## src/rtl/fetch_unit.sv

```systemverilog
// fetch_unit: PC register and fetch buffer feeding decode, with redirect and stall support.
// Ports: clk/rst (sync, active-high); imem_addr/imem_inst combinational ROM access;
// redirect_valid/redirect_pc restart fetch at a new target; out_valid/out_ready/out_inst/out_pc
// form the decode handshake. Define FETCH_BUF_EN for a 2-entry fetch FIFO (default: 1 entry).
module fetch_unit #(
    parameter logic [31:0] RESET_PC = 32'h0000_0000
) (
    input  logic        clk,
    input  logic        rst,
    output logic [31:0] imem_addr,
    input  logic [31:0] imem_inst,
    input  logic        redirect_valid,
    input  logic [31:0] redirect_pc,
    output logic        out_valid,
    input  logic        out_ready,
    output logic [31:0] out_inst,
    output logic [31:0] out_pc
);
`ifdef FETCH_BUF_EN
    localparam int DEPTH = 2;
`else
    localparam int DEPTH = 1;
`endif
    logic [31:0]             pc_q, pc_d;
    logic [DEPTH-1:0][31:0]  ent_pc_q, ent_pc_d, ent_inst_q, ent_inst_d;
    logic [1:0]              cnt_q, cnt_d, wr_idx;
    logic                    pop, push;
    logic                    unused_lsbs;
    assign unused_lsbs = ^redirect_pc[1:0];
    assign imem_addr = pc_q;
    assign out_valid = cnt_q != 2'd0;
    assign out_pc    = out_valid ? ent_pc_q[0] : '0;
    assign out_inst  = out_valid ? ent_inst_q[0] : '0;
    assign pop       = out_valid & out_ready;
    // A pop in the same cycle frees a slot, so a full buffer can still accept.
    assign push      = ~redirect_valid & ((cnt_q < 2'(DEPTH)) | pop);
    assign wr_idx    = cnt_q - 2'(pop);
    always_comb begin
        ent_pc_d   = ent_pc_q;
        ent_inst_d = ent_inst_q;
`ifdef FETCH_BUF_EN
        if (pop) begin
            ent_pc_d[0]   = ent_pc_q[1];
            ent_inst_d[0] = ent_inst_q[1];
        end
`endif
        for (int i = 0; i < DEPTH; i++) begin
            if (push && wr_idx == 2'(i)) begin
                ent_pc_d[i]   = pc_q;
                ent_inst_d[i] = imem_inst;
            end
        end
        cnt_d = redirect_valid ? 2'd0 : cnt_q + 2'(push) - 2'(pop);
        pc_d  = redirect_valid ? {redirect_pc[31:2], 2'b00} : (push ? pc_q + 32'd4 : pc_q);
    end
    always_ff @(posedge clk) begin
        if (rst) begin
            pc_q       <= {RESET_PC[31:2], 2'b00};
            cnt_q      <= 2'd0;
            ent_pc_q   <= '0;
            ent_inst_q <= '0;
        end else begin
            pc_q       <= pc_d;
            cnt_q      <= cnt_d;
            ent_pc_q   <= ent_pc_d;
            ent_inst_q <= ent_inst_d;
        end
    end
endmodule

```

## config.mk

```make
export PLATFORM = sky130hd
export DESIGN_NAME = fetch_unit
export DESIGN_NICKNAME = d
export VERILOG_FILES = /design/src/rtl/fetch_unit.sv
export SDC_FILE = /design/constraint.sdc
export NUM_CORES = 1
export LEC_CHECK = 0
export CAP_MARGIN = 30
export CORE_MARGIN = 3
export CORE_UTILIZATION = 44
export CTS_CLUSTER_SIZE = 25
export DETAILED_ROUTE_END_ITERATION = 7
export GPL_TIMING_DRIVEN = 0
export PLACE_DENSITY = 0.88
export SYNTH_ARGS = -nofsm -noshare
export SYNTH_HDL_FRONTEND = slang
export SYNTH_SLANG_ARGS = --single-unit
```

## constraint.sdc

```tcl
create_clock -name clk -period 5.7 [get_ports clk]
set_input_delay 1.71 -clock clk [delete_from_list [all_inputs] [get_ports clk]]
set_output_delay 1.71 -clock clk [all_outputs]
set_load 0.01 [all_outputs]
```

==> impl_metrics.toml <==
[layout]
fin_util = 0.653
stdcell_area_sq_um = 6410
syn2layout_area_growth_pct = 43.5
antenna_cells = 0
layout-drive-gt1-share = 0.0342
nFillCells = 849
nets = 828

[yosys]
ys_seq_area_frac = 0.421
synth_seq_cells = 94
synth.mux.area_fraction = 0
synthSimpleGateAreaFrac = 0.336
synth-adder-area-share = 0.00560
synthXorXnorAreaFrac = 0.0216
synthArstFlopShare = 0
synth_area_leaders = "dfxtp_1, nand2_1, and2_1, a21oi_1, clkbuf_1"
ys_types = 47
synth_edf_count = 0
syn_avg_cell_area_sq_um = 7.62
synth.top_cell.area_share = 0.421
yosys_warnings = 0
synth_area_sq_um = 4470
ys.flop_type = "dfxtp_1"
synth_top_family_by_area = "simple AND/OR/NAND/NOR gates"
synth_compound_area_frac = 0.165
synth_area_leader_cell = "dfxtp_1"
synth_cells = 586

[critical_path]
critPathLaunchType = "flop"
end_kind = "output pin"
cp_max_fo = 10
crit_required_ps = 3990
crit_type = "reg -> out"
critPathArrivalTime_ps = 2420

[timing]
post-route-period-util = 0.725
fin_hold_ws_ps = 455
hold_viol_final = 0
relSlewSlack = 0.315
clock.fmax_mhz = 242
fin_skew_ps = 9.54
tns_ps = 0
slew_viol_final = 0
tightest_slew_ps = 1020
finalSetupViolCount = 0
period_needed_ps = 4130
rsz0062_at_grt = "no"

[power]
p_total_uw = 1410
powerDensity_nw_per_um2 = 220
peakVddDrop_uv = 136
leakagePower_uw = 0.00226

[grt]
grtUsageTotal = 0.247
antenna_found_initial = 0
grt_pass1_wl_mm = 22.8
grt-ovfl-total = 0
grt_pass1_vias = 4563
grt_max_degree = 15

[clocking]
htreeDepth = 3
worst_skew_pair.late_latency_ps = 350
postCtsResizedCells = 0
cts_hold_buf = 0
clockRootBuffer = "clkbuf_8"
cts.clk_slew.worst_paths_ps = 90
cts_tree = "built"
clkSinkCount = 94
cts_setup_buffers = 0
cts.path.max_buffers = 2
cts-buffers-inserted = 9

[job]
max_cap_viol_count = 0

[worst_hold_path]
min_path_type = "reg -> reg"

[placement]
routabilityCongestion = 0.823
io_buffers = 158
hpwl_mm = 10.9
place_area_sq_um = 6230

[detailed_routing]
routed_via_density = 5.48
drtIter0Drc = 298
drtAntennaViolNets = 0
vias = 4903
wirelength_mm = 14.4
drtPass1Iterations = 6
wl_per_cell_um = 16.1
drcViolationCount = 0

[floorplanning]
ios = 165
coreArea_sq_um = 9820
initial_core_util = 0.455
die_y_um = 107
fp.dieArea_sq_um = 11400
num_rows = 36
die_w_um = 107

[outcome]
status = "complete, no violations"
-- cell families (layout without fill, tap and decap cells) --
group | after synthesis | in the layout
and+or+nand+nor | 305 | 305
AOI/OAI and AO/OA | 118 | 118
DFF | 94 | 94
buffers and inverters | 55 | 227
xor gates and xnor gates | 11 | 11
adders and majority gates | 2 | 2
other | 1 | 4
-- flip-flops by register name, indices dropped and copies added (netlist names) --
name        count
cnt_q           2
imem_addr      30
ent_inst_q     32
ent_pc_q       30
-- critical path: stages (launching register included) --
cell             delay (ps)
dfxtp_1                 410
or2_2                   150
clkbuf_1                430
clkbuf_1                360
and2_1                  170
clkdlybuf4s50_1         550
-- synth_stat cells, drive strengths merged, types with 9 or more instances --
library cell / number
nand2: 143
dfxtp: 94
a21oi: 65
and2: 64
clkbuf: 38
nor2: 28
nand3: 19
a311oi: 12
or4: 12
nand4: 10
a211oi: 9
buf: 9
-- where the power goes --
group	leakage (uW)	internal (uW)	switching (uW)
logic	0.00139	122	122
clock network	0.0000980	209	221
registers	0.000774	696	42.0
total	0.00226	1030	385
-- area by class of cell --
| type | instances | area (sq um) | area share |
|---|---|---|---|
| multi-input cells | 440 | 2370 | 0.370 |
| flip-flops and latches | 94 | 1880 | 0.293 |
| repair buffers | 158 | 1580 | 0.247 |
| plain buffers | 47 | 194 | 0.0302 |
| well taps | 133 | 166 | 0.0259 |
| clock buffers | 10 | 138 | 0.0215 |
| clock inverters | 4 | 48.8 | 0.00761 |
| inverters | 8 | 30.0 | 0.00468 |
-- metal layers --
metal / share of wire / GRT usage / wire length [um] / vias up
met1: 0.41 / 0.313 / 5920 / 2258
met5: 0 / 0 / 0 / -
met3: 0.083 / 0.0476 / 1200 / 37
li1: - / - / - / 2354
met2: 0.48 / 0.417 / 6990 / 254
met4: 0.023 / 0.0950 / 335 / 0
-- through the flow --
| step | setup slack, ps | cells |
|---|---|---|
| after CTS | 1550 | 894 |
| after detailed placement | 1590 | 880 |
| after global routing | 1370 | 894 |
| after global placement | 1590 | 880 |
| after floorplan | 2410 | 589 |
| final | 1570 | 894 |
-- cell usage in the layout, fill, tap and decap left out, drive strengths merged, types with 2 or more instances in the layout --
cell type	n
nor3	3
or4	12
nor4b	2
nand2	143
a311oi	12
nor2	28
a211oi	9
conb	4
or3	4
o2111ai	2
xnor2	5
clkbuf	48
and4	4
and2	64
ha	2
xor2	6
o21ai	8
a31oi	2
nand4	10
clkdlybuf4s50	158
and3	5
nor4	8
a2111oi	3
nand3	19
buf	9
inv	8
o31ai	8
a21oi	65
clkinv	3
dfxtp	94
-- worst paths after layout --
| path | startpoint | end | slack, ps | cells after the start |
|---|---|---|---|---|
| min reg2reg | ent_pc_q[23] | ent_pc_q[23] | 450 | 2 |
| max reg2reg | imem_addr[3] | imem_addr[28] | 3170 | 5 |
| min | ent_pc_q[23] | ent_pc_q[23] | 450 | 2 |
| max | cnt_q[1] | out_inst[24] | 1570 | 5 |
Power figures use the tool's default switching activity.
